$ cat config.mk
export PLATFORM = sky130hd
export DESIGN_NAME = lsu_mem_ctrl
export DESIGN_NICKNAME = d
export VERILOG_FILES = /design/src/rtl/lsu_mem_ctrl.sv
export SDC_FILE = /design/constraint.sdc
export NUM_CORES = 1
export LEC_CHECK = 0
export CORE_MARGIN = 8
export CORE_UTILIZATION = 45
export DETAILED_ROUTE_END_ITERATION = 10
export GPL_TIMING_DRIVEN = 0
export HOLD_SLACK_MARGIN = 0.15
export PLACE_DENSITY = 0.82
export SYNTH_ARGS = -nofsm -noshare
export SYNTH_HDL_FRONTEND = slang
export SYNTH_SLANG_ARGS = --single-unit
$ cat constraint.sdc
create_clock -name clk_i -period 3.65 [get_ports clk_i]
set_input_delay 0.5475 -clock clk_i [delete_from_list [all_inputs] [get_ports clk_i]]
set_output_delay 0.5475 -clock clk_i [all_outputs]
set_load 0.03 [all_outputs]
$ cat src/rtl/lsu_mem_ctrl.sv
// Load/store unit in front of the data-RAM port; one request in flight.
// Optional LSU_MISALIGN_TRAP_EN turns misaligned LH/LHU/SH/LW/SW into errors.
module lsu_mem_ctrl #(
  parameter logic [31:0] DMEM_BASE = 32'h00010000
) (
  input  logic        clk_i,
  input  logic        rst_i,
  input  logic        ReqValid_i,
  output logic        ReqReady_o,
  input  logic        ReqWrite_i,
  input  logic [2:0]  ReqFunct3_i,
  input  logic [31:0] ReqAddr_i,
  input  logic [31:0] ReqWData_i,
  output logic        RspValid_o,
  output logic [31:0] RspData_o,
  output logic        RspErr_o,
  output logic [31:0] DMemRAddr_o,
  input  logic [63:0] DMemRData_i,
  output logic [31:0] DMemWAddr_o,
  output logic [63:0] DMemWData_o,
  output logic [4:0]  DMemWMask_o
);

  typedef enum logic [2:0] {
    S_IDLE,
    S_LOAD,
    S_RMW,
    S_STORE,
    S_RESP
  } state_e;

  state_e      state_q, state_d;
  logic [31:0] addr_q, wdata_q, hi_q, hi_d;
  logic [31:0] rdata_q, rdata_d;
  logic [2:0]  f3_q;
  logic        write_q, err_q, err_d;

  // Request decode, evaluated on the raw inputs in the accept cycle
  logic [1:0] req_off;
  logic       req_illegal, req_cross;

  assign req_off = ReqAddr_i[1:0];

  always_comb begin
    if (ReqWrite_i)
      req_illegal = ReqFunct3_i[2] | (ReqFunct3_i[1:0] == 2'b11);
    else
      req_illegal = (ReqFunct3_i == 3'b011) | (ReqFunct3_i[2:1] == 2'b11);
  end

  assign req_cross = ReqWrite_i &
    (((ReqFunct3_i[1:0] == 2'b10) & (req_off != 2'd0)) |
     ((ReqFunct3_i[1:0] == 2'b01) & (req_off == 2'd3)));

`ifdef LSU_MISALIGN_TRAP_EN
  logic req_misal;
  assign req_misal =
    ((ReqFunct3_i[1:0] == 2'b01) & ReqAddr_i[0]) |
    ((ReqFunct3_i[1:0] == 2'b10) & (req_off != 2'd0));
`endif

  // Datapath on the latched request
  logic [1:0]  off_q;
  logic [31:0] aligned;
  logic [4:0]  sh8;
  logic [3:0]  smask, lo_mask, hi_bmask;
  logic [2:0]  size3, nsum, nspill, rbytes;
  logic [5:0]  rsh;
  logic [31:0] lo_data, spill, hi_merge, win32, ld_ext;
  logic        cross_q;

  assign off_q   = addr_q[1:0];
  assign aligned = {addr_q[31:2], 2'b00};
  assign sh8     = {off_q, 3'b000};

  always_comb begin
    unique case (f3_q[1:0])
      2'b00:   begin smask = 4'b0001; size3 = 3'd1; end
      2'b01:   begin smask = 4'b0011; size3 = 3'd2; end
      default: begin smask = 4'b1111; size3 = 3'd4; end
    endcase
  end

  assign cross_q = write_q &
    (((f3_q[1:0] == 2'b10) & (off_q != 2'd0)) |
     ((f3_q[1:0] == 2'b01) & (off_q == 2'd3)));

  assign lo_data = wdata_q << sh8;
  assign lo_mask = smask << off_q;

  // Bytes that spill past the word boundary land in the low bytes of word+1
  assign nsum     = {1'b0, off_q} + size3;
  assign nspill   = nsum - 3'd4;
  assign hi_bmask = (4'b0001 << nspill) - 4'd1;
  assign rbytes   = 3'd4 - {1'b0, off_q};
  assign rsh      = {rbytes, 3'b000};
  assign spill    = wdata_q >> rsh;

  always_comb begin
    for (int i = 0; i < 4; i++) begin
      hi_merge[8*i +: 8] = hi_bmask[i] ? spill[8*i +: 8]
                                       : DMemRData_i[32+8*i +: 8];
    end
  end

  assign win32 = 32'(DMemRData_i >> sh8);

  always_comb begin
    unique case (f3_q)
      3'b000:  ld_ext = {{24{win32[7]}}, win32[7:0]};
      3'b001:  ld_ext = {{16{win32[15]}}, win32[15:0]};
      3'b100:  ld_ext = {24'd0, win32[7:0]};
      3'b101:  ld_ext = {16'd0, win32[15:0]};
      default: ld_ext = win32;
    endcase
  end

  // Next-state and port logic
  logic        ready, rsp_valid;
  logic [31:0] raddr, waddr;
  logic [63:0] wdata;
  logic [4:0]  wmask;

  always_comb begin
    state_d   = state_q;
    err_d     = err_q;
    rdata_d   = rdata_q;
    hi_d      = hi_q;
    ready     = 1'b0;
    rsp_valid = 1'b0;
    raddr     = 32'd0;
    waddr     = 32'd0;
    wdata     = 64'd0;
    wmask     = 5'd0;
    unique case (state_q)
      S_IDLE: begin
        ready = 1'b1;
        if (ReqValid_i) begin
          err_d = 1'b0;
          if (req_illegal) begin
            err_d   = 1'b1;
            state_d = S_RESP;
          end
`ifdef LSU_MISALIGN_TRAP_EN
          else if (req_misal) begin
            err_d   = 1'b1;
            state_d = S_RESP;
          end
`endif
          else if (!ReqWrite_i) state_d = S_LOAD;
          else if (req_cross)   state_d = S_RMW;
          else                  state_d = S_STORE;
        end
      end
      S_LOAD: begin
        raddr   = aligned;
        rdata_d = ld_ext;
        state_d = S_RESP;
      end
      S_RMW: begin
        raddr   = aligned;
        hi_d    = hi_merge;
        state_d = S_STORE;
      end
      S_STORE: begin
        waddr   = aligned;
        wdata   = {cross_q ? hi_q : 32'd0, lo_data};
        wmask   = {cross_q, lo_mask};
        state_d = S_RESP;
      end
      S_RESP: begin
        rsp_valid = 1'b1;
        state_d   = S_IDLE;
      end
      default: state_d = S_IDLE;
    endcase
  end

  always_ff @(posedge clk_i) begin
    if (rst_i) begin
      state_q <= S_IDLE;
      addr_q  <= '0;
      wdata_q <= '0;
      f3_q    <= '0;
      write_q <= 1'b0;
      err_q   <= 1'b0;
      hi_q    <= '0;
      rdata_q <= '0;
    end else begin
      state_q <= state_d;
      err_q   <= err_d;
      hi_q    <= hi_d;
      rdata_q <= rdata_d;
      if (ready && ReqValid_i) begin
        addr_q  <= ReqAddr_i;
        wdata_q <= ReqWData_i;
        f3_q    <= ReqFunct3_i;
        write_q <= ReqWrite_i;
      end
    end
  end

  // Reset masks every strobe so an aborted STORE never reaches memory
  assign ReqReady_o  = ready & ~rst_i;
  assign RspValid_o  = rsp_valid & ~rst_i;
  assign RspErr_o    = rsp_valid & ~rst_i & err_q;
  assign RspData_o   = rdata_q;
  assign DMemRAddr_o = rst_i ? 32'd0 : raddr;
  assign DMemWAddr_o = rst_i ? 32'd0 : waddr;
  assign DMemWData_o = rst_i ? 64'd0 : wdata;
  assign DMemWMask_o = rst_i ? 5'd0 : wmask;

  always_ff @(posedge clk_i) begin
    if (!rst_i && ReqValid_i && ReqReady_o)
      assert (ReqAddr_i >= DMEM_BASE);
  end

endmodule

==> results of run 1 <==
-- flip-flops by register name (all words and copies together), names as in the netlist --
name       flops
RspData_o     32
addr_q        32
err_q          1
f3_q           3
hi_q          32
state_q        3
wdata_q       32
write_q        1
-- cell type report --
| cell class | instances | area [um2] |
|---|---|---|
| fill | 1475 | 5480 |
| multi-input combinational | 744 | 4700 |
| timing repair buffer | 298 | 2910 |
| sequential | 136 | 2720 |
| buffer | 88 | 438 |
| clock buffer | 17 | 425 |
| tap | 225 | 282 |
| clock inverter | 15 | 189 |
| inverter | 7 | 28.8 |
| antenna | 1 | 2.50 |
-- per-layer routing --
metal	up-vias	part of all wire [%]	track usage [%]
met5	-	0	0
met4	0	2.7	10.6
met3	59	12	10.1
met2	501	45	43.9
met1	3923	41	34.6
li1	4033	-	-
-- worst max-delay path by stage --
| stage | slack, ns | start | to | cells after the start |
|---|---|---|---|---|
| 2_1_floorplan | 0.59 | addr_q[0] | DMemWData_o[54] | 10 |
| 5_1_grt | 0.0003 | addr_q[0] | DMemWData_o[58] | 10 |
| 6_report | 0.07 | addr_q[1] | DMemWData_o[29] | 7 |
| 3_3_place_gp | -0.36 | addr_q[0] | DMemWData_o[56] | 11 |
| 4_1_cts | 0.05 | addr_q[0] | DMemWData_o[33] | 9 |
| 3_5_place_dp | -0.44 | addr_q[0] | DMemWData_o[57] | 11 |
-- what timing repair did --
| action | CTS | global route |
|---|---|---|
| resized for setup | 42 | 48 |
| endpoints found under the setup margin | 35 | 38 |
| pin swaps | 0 | 1 |
-- cell usage after synthesis, types with 10 or more instances --
| cell | instances | area share, % |
|---|---|---|
| a211oi_1 | 41 | 3.9 |
| buf_2 | 31 | 2.0 |
| and2_1 | 104 | 8.3 |
| mux2_2 | 47 | 6.7 |
| nand2_1 | 168 | 8.0 |
| mux2i_1 | 42 | 5.4 |
| nor3_1 | 17 | 1.1 |
| o211ai_1 | 15 | 1.4 |
| nor2_1 | 98 | 4.7 |
| clkbuf_1 | 43 | 2.1 |
| a21oi_1 | 87 | 5.5 |
| a221oi_1 | 33 | 3.7 |
| dfxtp_1 | 136 | 35 |
| nor2b_1 | 11 | 0.88 |
| nor4_1 | 10 | 0.80 |
-- critical path: cells and delay by family (launching register included) --
family / cells / cell delay [ns]
buffers and inverters: 5 / 1.79
AO/OA/AOI/OAI: 2 / 0.49
flip-flops: 1 / 0.33
-- cells by family after synthesis --
logic type	after synthesis	share of synthesized area [%]
other	1	0.0477
AND/OR/NAND/NOR	433	27.0
AO/OA/AOI/OAI	212	19.3
multiplexers	89	12.1
flip-flops	136	34.7
XOR/XNOR	1	0.207
adder cells (fa/ha/maj)	5	0.892
buffers and inverters	96	5.85
-- per-stage QoR --
step,instances,worst slack (ns)
after floorplan,976,0.593
after global placement,1499,-0.357
after detailed placement,1499,-0.437
after CTS,1530,0.0462
after global routing,1531,0.000348
final,1531,0.0701
-- report_power, final --
group	internal [mW]	total, mW	leakage [nW]	switching, mW
registers	1.58	1.68	1.11	0.0962
logic	0.431	0.992	2.95	0.560
clock network	1.09	1.82	0.296	0.732
-- cells in the final DEF, fill, tap and decap left out, drive strengths merged, types with 3 or more instances in the layout --
master / instances
clkbuf: 78
mux2i: 42
bufinv: 3
dlygate4sd2: 4
nor3b: 3
a221oi: 41
o211ai: 15
mux2: 47
inv: 13
dfxtp: 136
a31oi: 4
nor2: 100
nand2: 168
nor4: 12
clkdlybuf4s15: 15
nor3: 25
and2: 104
o21a: 8
a211oi: 42
nor2b: 11
o2bb2ai: 8
ha: 4
buf: 41
conb: 4
clkinv: 4
a21oi: 89
clkdlybuf4s50: 264
==> metrics.txt, run 1 <==
WS Path Type=flop to primary output; WHS Endpoint=err_q; Cells after Synth=973; CP peak stage delay=0.75 ns; post-route cell area=11,700 um2; Initial DRC Count=890; outcome=finished, final reports clean; Die Footprint=21,900 um2; router iterations before antenna repair=6; Critical Path Most Common Cell=buf_2; Slew HR=50.5%; R2R cell count=12; slowest stage cell, crit path=clkdlybuf4s50_1; largest net degree at the start of global routing=20; leakage power=4.36 nW; Die H=148 um; Fin. Hold Viols=0; Hold Startpoint=err_q; CTS Root Cell=clkbuf_16; Wirelength per Cell=20.7 um; Final setup viols=0; Max IR drop VDD=0.000307 V; top_reg_cell synth=dfxtp_1; NumNets Final=1,432; post-synthesis sequential area ratio=34.7%; vias in the first global route=8,397; Total GRT Usage=28.1%; # DRC=0; dpl cell area=11,100 um2; Post-CTS Setup Inserts=0; PortBufs=298; routability cong.=0.928; initial antenna violation count=1; fin util=68.1%; fin. max-slew vios=0; Final Skew=0.00942 ns; CTS max path bufs=2; TritonCTS clock tree=built; routed via count=8,516; Crit. End Element=primary output; Tcrit/Tclk final=98.1%; actual slew at the worst max-slew pin=0.743 ns; first-pass GRT wire length=48,100 um; final WL=31,700 um; Setup TNS=0 ns; Chip Width=148 um; number of synthesized flops with an enable pin=0; Area Growth Syn to Fin=49.0%; #FFs+latches synth=136; Crit Reg-Reg Endpoint=hi_q[23]; core area=17,200 um2; CTS clk-pin slew, worst paths=0.06 ns; unique cell type count in the Yosys netlist=52; Final Power=4.49 mW; Num CTS Buffers=17; # H-tree levels=4; worst min path class=flop to flop; Final min period=3.58 ns; I/O pin count=303; slack of the worst reg-to-reg path=0.50 ns; clk sinks=136; CP max FO=10; Mapped Area=7850 um2; Skew-Pair Late Insertion Delay=0.43 ns; yosys warns=0; max-cap violation count=0; share of layout cells above drive strength 1=13.6%; Fmax=279 MHz; Async SR Flop Fraction=0%; CP startpoint kind=flop; critical path required time=3.10 ns; hold path depth=2; cts hold-fix bufs=0; total grt overflow=0; cells along the critical path=buf_2 -> buf_2 -> buf_2 -> buf_2 -> a211oi_1 -> a211oi_1 -> clkdlybuf4s50_1; # rows=48; DP Wirelength=24,900 um; RSZ-0062 raised after global routing=false; FF-to-FF Start=f3_q[0]; Pwr Density=384 nW/um2; mean area per synthesized cell=8.07 um2; Min Hold Slack=0.459 ns; routed vias/inst=5.56; Starting Density=45.7%; Post-DRT Antenna Nets=0; arrival time at the worst endpoint=3.03 ns
(Power assumes the default switching activity.)
==> run 2: changes to the inputs <==
Settings changed: CORE_ASPECT_RATIO from default to 0.5, RECOVER_POWER from default to 50.
==> run 2 against run 1 <==
Register-to-register slack got worse by 0.21 ns; final cell count increased by 0.52%; combinational power about the same; clock skew decreased by 0.0018 ns; clock power decreased by 3%; core utilization decreased by 0.70 points; count of clock-buffer cells in the layout increased by 1; largest cell class unchanged; largest power group unchanged.
==> metrics.txt, run 2 (synthesis results as in run 1) <==
Chip Width=203 um (+37%); CTS Root Cell=clkbuf_16; routed via count=8,674 (+1.9%); leakage power=4.56 nW (+4.6%); post-route cell area=11,600 um2 (-0.73%); share of layout cells above drive strength 1=14.0% (+0.46 points); Crit Reg-Reg Endpoint=hi_q[12]; Internal Power=3.08 mW (-0.72%); Setup TNS=0 ns (unchanged); Hold Startpoint=RspData_o[1]; clk sinks=136 (unchanged); Pwr Density=384 nW/um2 (-0.11%); Initial DRC Count=857 (-3.7%); routability cong.=0.968 (+4.4%); I/O pin count=303 (unchanged); logic gate share of total power=22.3% (+0.2 points); core area=17,200 um2 (+0.31%); actual slew at the worst max-slew pin=1.01 ns (+0.270 ns); Tcrit/Tclk final=96.0% (-2.1 points); placed cells=1,508 (+0.60%); # H-tree levels=4 (unchanged); CP startpoint kind=flop; Crit. End Element=primary output; Top Layer Used=met4; Die Footprint=22,200 um2 (+1.2%); cts hold-fix bufs=0 (unchanged); Fin. Hold Viols=0 (unchanged); Post-DRT Antenna Nets=0 (unchanged); worst min path class=flop to flop; commonest non-fill, non-tap cell in the layout=clkdlybuf4s50_1; CP max FO=19 (+9); total grt overflow=0 (unchanged); DP Wirelength=26,800 um (+8.0%); Die H=109 um (-26%); # DRC=0 (unchanged); Final Power=4.46 mW (-0.84%); dpl cell area=11,100 um2 (+0.10%); Fmax=285 MHz (+2.1%); TritonCTS clock tree=built; Layout Cells excl Fill=1,539 (+0.52%); WL met1=14,600 um (+13%); NumNets Final=1,432 (unchanged); Final setup viols=0 (unchanged); metal2 WL=14,700 um (+3.0%); Sw Ratio=30.8% (-0.080 points); WS Path Type=flop to primary output; vias in the first global route=8,679 (+3.4%); Final Skew=0.00757 ns (-0.00185 ns); hold path depth=2 (unchanged); share of power burned in registers=37.9% (+0.5 points); Slew HR=32.3% (-18 points); Wirelength per Cell=21.8 um (+5.1%); diodes inserted=0 (-1); initial antenna violation count=0 (-1); most frequent cells in the layout=222 x clkdlybuf4s50_1, 167 x nand2_1, 136 x dfxtp_1; slack of the worst reg-to-reg path=0.29 ns (-0.21 ns); Area Growth Syn to Fin=47.9%; WHS Endpoint=RspData_o[1]; CTS clk-pin slew, worst paths=0.06 ns (about the same); Starting Density=45.6% (-0.14 points); CTS max path bufs=2 (unchanged); RSZ-0062 raised after global routing=false; router iterations before antenna repair=6 (unchanged); routed vias/inst=5.64 (+1.3%); Switch Pwr=1.37 mW (-1.1%); Num CTS Buffers=17 (unchanged); largest net degree at the start of global routing=20 (unchanged); # rows=34 (-29%); PortBufs=298 (unchanged); outcome=finished, final reports clean; fin. max-slew vios=0 (unchanged); arrival time at the worst endpoint=2.96 ns (-0.07 ns); max-cap violation count=0 (unchanged); Total GRT Usage=28.7% (+0.59 points); Clock power frac=39.8% (-0.7 points); final WL=33,500 um (+5.7%); Max IR drop VDD=0.000382 V (+24%); Post-CTS Setup Inserts=0 (unchanged); FF-to-FF Start=f3_q[0]; R2R cell count=12 (unchanged); WL met3=3410 um (-7.0%); first-pass GRT wire length=50,400 um (+4.8%); Skew-Pair Late Insertion Delay=0.42 ns (about the same); Final min period=3.50 ns (-0.0753 ns); critical path required time=3.10 ns (about the same)
## run 2: changes by cell type in the layout (fill, tap and decap cells not counted), moves of 2 or more
cell / before / now
clkdlybuf4s50_1: 264 / 222
dlygate4sd3_1: 0 / 36
clkbuf_2: 21 / 34
clkdlybuf4s15_1: 15 / 3
dlymetal6s2s_1: 1 / 8
clkbuf_1: 39 / 43
inv_6: 6 / 2
buf_2: 28 / 26
## run 2: worst max-delay path: stages, from the launching register on
cell	delay (ns)
dfxtp_1	0.34
buf_4	0.19
inv_4	0.22
buf_2	0.32
ha_2	0.31
clkbuf_2	0.32
and2_1	0.17
clkdlybuf4s50_1	0.66
## run 2: cell type report
cell class              instances  area (um2)
multi-input cells             744        4670
flip-flops and latches        136        2720
repair buffers                298        2870
clock buffers                  18         429
fillers                      1441        5620
clock inverters                14         175
plain buffers                  88         425
well taps                     234         293
inverters                       7        28.8
## run 2: what timing repair did
item	CTS	global route
resized for setup	43	63
endpoints found under the setup margin	42	45
pin swaps	0	1
## run 2: routing by layer
layer | track usage [%] | up-vias
met2 | 44.6 | 472
met5 | 0 | -
met3 | 8.09 | 58
met1 | 38.4 | 4114
li1 | - | 4030
met4 | 8.90 | 0
## run 2: how the worst max path moves through the flow
stage | from | to | slack (ns) | cells past startpoint
after floorplan | addr_q[0] | DMemWData_o[54] | 0.59 | 10
after global placement | addr_q[0] | DMemWData_o[39] | -0.41 | 11
after detailed placement | addr_q[0] | DMemWData_o[39] | -0.48 | 11
after CTS | addr_q[1] | DMemWData_o[63] | 0.005 | 9
after global routing | addr_q[0] | DMemWData_o[51] | 0.03 | 10
final | addr_q[0] | DMemWMask_o[0] | 0.15 | 7
## run 2: power groups by stage
stage,Clock [mW],Combinational (mW),Sequential (mW)
floorplan,0,0.554,1.71
global placement,0,0.963,1.71
detailed placement,0,0.980,1.72
CTS,1.77,0.989,1.68
global route,1.85,1.06,1.70
finish,1.77,0.992,1.69
## run 2: stage by stage
| stage | hold slack (ns) | setup slack [ns] | util (%) |
|---|---|---|---|
| after global placement | 0.444 | -0.407 | 64.7 |
| final | 0.457 | 0.145 | 67.4 |
| after global routing | 0.474 | 0.0304 | 67.4 |
| after floorplan | 0.432 | 0.593 | - |
| after detailed placement | 0.451 | -0.484 | 64.7 |
| after CTS | 0.459 | 0.00460 | 68.0 |
==> run 3: changes to the inputs <==
Settings changed: CORE_ASPECT_RATIO 0.5 to 0.8, SLEW_MARGIN from default to 5.
==> run 3 against run 2 <==
Critical path depth decreased by 1; design area increased by 1.5%; routed wire length decreased by 2.3%; total power increased by 4.6%; combinational power decreased by 0.6%; maximum frequency decreased by 0.88%; final cell count decreased by 0.52%.
==> metrics.txt, run 3 (synthesis results as in run 1) <==
Final setup viols=0 (unchanged); Slew HR=46.0% (+14 points); Starting Density=45.6% (about the same); TritonCTS clock tree=built; Fin. Hold Viols=0 (unchanged); routability cong.=0.942 (-2.7%); arrival time at the worst endpoint=2.99 ns (+0.03 ns); NumNets Final=1,432 (unchanged); CP max FO=10 (-9); Die Footprint=22,000 um2 (-1.0%); total grt overflow=0 (unchanged); CP peak stage delay=0.69 ns (+0.03 ns); Final Skew=0.0103 ns (+0.00277 ns); CTS Root Cell=clkbuf_16; Final Power=4.66 mW (+4.6%); core area=17,200 um2 (about the same); slack of the worst reg-to-reg path=0.18 ns (-0.11 ns); FF-to-FF Start=f3_q[0]; I/O pin count=303 (unchanged); routed vias/inst=5.71 (+1.3%); most frequent cells in the layout=225 x clkdlybuf4s50_1, 168 x nand2_1, 136 x dfxtp_1; Skew-Pair Late Insertion Delay=0.44 ns (+0.02 ns); share of layout cells above drive strength 1=12.0% (-2.0 points); Num CTS Buffers=17 (unchanged); Crit. Startpoint=rst_i; commonest non-fill, non-tap cell in the layout=clkdlybuf4s50_1; # H-tree levels=4 (unchanged); Critical Path Most Common Cell=clkdlybuf4s50_1; Final min period=3.54 ns (+0.0310 ns); actual slew at the worst max-slew pin=0.804 ns (-0.209 ns); routed via count=8,737 (+0.73%); router iterations before antenna repair=8 (+2); Die H=134 um (+23%); PortBufs=298 (unchanged); Wirelength per Cell=21.4 um (-1.8%); Fmax=283 MHz (-0.88%); RSZ-0062 raised after global routing=false; max-cap violation count=0 (unchanged); clk sinks=136 (unchanged); Total GRT Usage=28.8% (+0.096 points); first-pass GRT wire length=49,200 um (-2.5%); # DRC=0 (unchanged); final WL=32,700 um (-2.3%); Chip Width=164 um (-19%); Max IR drop VDD=0.000302 V (-21%); CP startpoint kind=input pin; WS Path Type=input pin to primary output; initial antenna violation count=1 (+1); cts hold-fix bufs=0 (unchanged); critical path required time=3.10 ns (about the same); Crit. End Element=primary output; slowest stage cell, crit path=clkdlybuf4s50_1; vias in the first global route=8,712 (+0.38%); Hold Startpoint=RspData_o[1]; CTS clk-pin slew, worst paths=0.07 ns (about the same); largest net degree at the start of global routing=30 (+50%); worst min path class=flop to flop; Initial DRC Count=771 (-10%); Pwr Density=396 nW/um2 (+3.1%); Register Area=2720 um2 (unchanged); Setup TNS=0 ns (unchanged); DP Wirelength=25,300 um (-5.9%); # rows=43 (+26%); Area Growth Syn to Fin=50.0%; area of the multi-input gates=4670 um2 (about the same); delay-heaviest family, CP=buffers and inverters; CTS max path bufs=2 (unchanged); Tcrit/Tclk final=96.9% (+0.85 points); worst path bufs/invs=2 (-3); leakage power=4.69 nW (+2.9%); Post-DRT Antenna Nets=0 (unchanged); fin. max-slew vios=0 (unchanged); cells along the critical path=clkdlybuf4s50_1 -> and4bb_2 -> nand2_1 -> nor2_4 -> and2_1 -> clkdlybuf4s50_1; Filler cells=1,469 (+1.9%); outcome=finished, final reports clean
-- run 3: changes by cell type in the layout (fill, tap and decap cells not counted), sizes merged --
| cell | change |
|---|---|
| clkinv | -3 |
| bufinv | +3 |
| buf | +1 |
| diode | +1 |
| clkinvlp | -1 |
| clkdlybuf4s15 | -3 |
| inv | +1 |
| clkdlybuf4s50 | +3 |
| clkbuf | -27 |
| dlygate4sd2 | +26 |
-- run 3: area by class of cell --
| type | count | share of cell area [%] |
|---|---|---|
| repair buffers | 299 | 25.2 |
| inverters | 7 | 0.244 |
| well taps | 225 | 2.39 |
| diodes | 1 | 0.0212 |
| clock buffers | 18 | 3.64 |
| flip-flops and latches | 136 | 23.1 |
| multi-input cells | 744 | 39.7 |
| plain buffers | 87 | 3.62 |
| clock inverters | 14 | 2.07 |
-- run 3: final timing paths --
path | to | cells past startpoint
max | DMemWData_o[2] | 6
min | RspData_o[1] | 2
max reg2reg | hi_q[19] | 12
min reg2reg | RspData_o[1] | 2
-- run 3: timing repair --
action / in CTS / in global routing
endpoints found under the setup margin: 42 / 18
resized for setup: 37 / 13
setup buffers: 1 / 0
pin swaps: 1 / 0
-- run 3: per-layer routing --
layer / vias up / routed length [um] / GRT usage, %
li1: 4024 / - / -
met4: 0 / 839 / 9.32
met1: 4161 / 13600 / 35.1
met3: 87 / 3600 / 11.4
met5: - / 0 / 0
met2: 465 / 14700 / 45.5
-- run 3: tightest hold or removal path, cell delays in order, from the launching register on --
cell	delay (ns)
dfxtp_1	0.31
nand2_1	0.05
a21oi_1	0.06
-- run 3: power by group --
part           switching (mW)  leakage [nW]  internal [mW]
clock network           0.710         0.322           1.29
logic                   0.567          3.25          0.418
registers              0.0957          1.11           1.58
-- run 3: per-stage QoR --
step           worst slack, ns  cell area [um2]  instances  utilization [%]  hold WS, ns
2_1_floorplan            0.593             7870        976                -        0.432
3_3_place_gp            -0.313            11100       1499             64.6        0.442
3_5_place_dp            -0.348            11100       1499             64.6        0.450
4_1_cts                 0.0553            11800       1530             68.4        0.467
5_1_grt                0.00909            11800       1531             68.4        0.485
6_report                 0.114            11800       1531             68.4        0.464
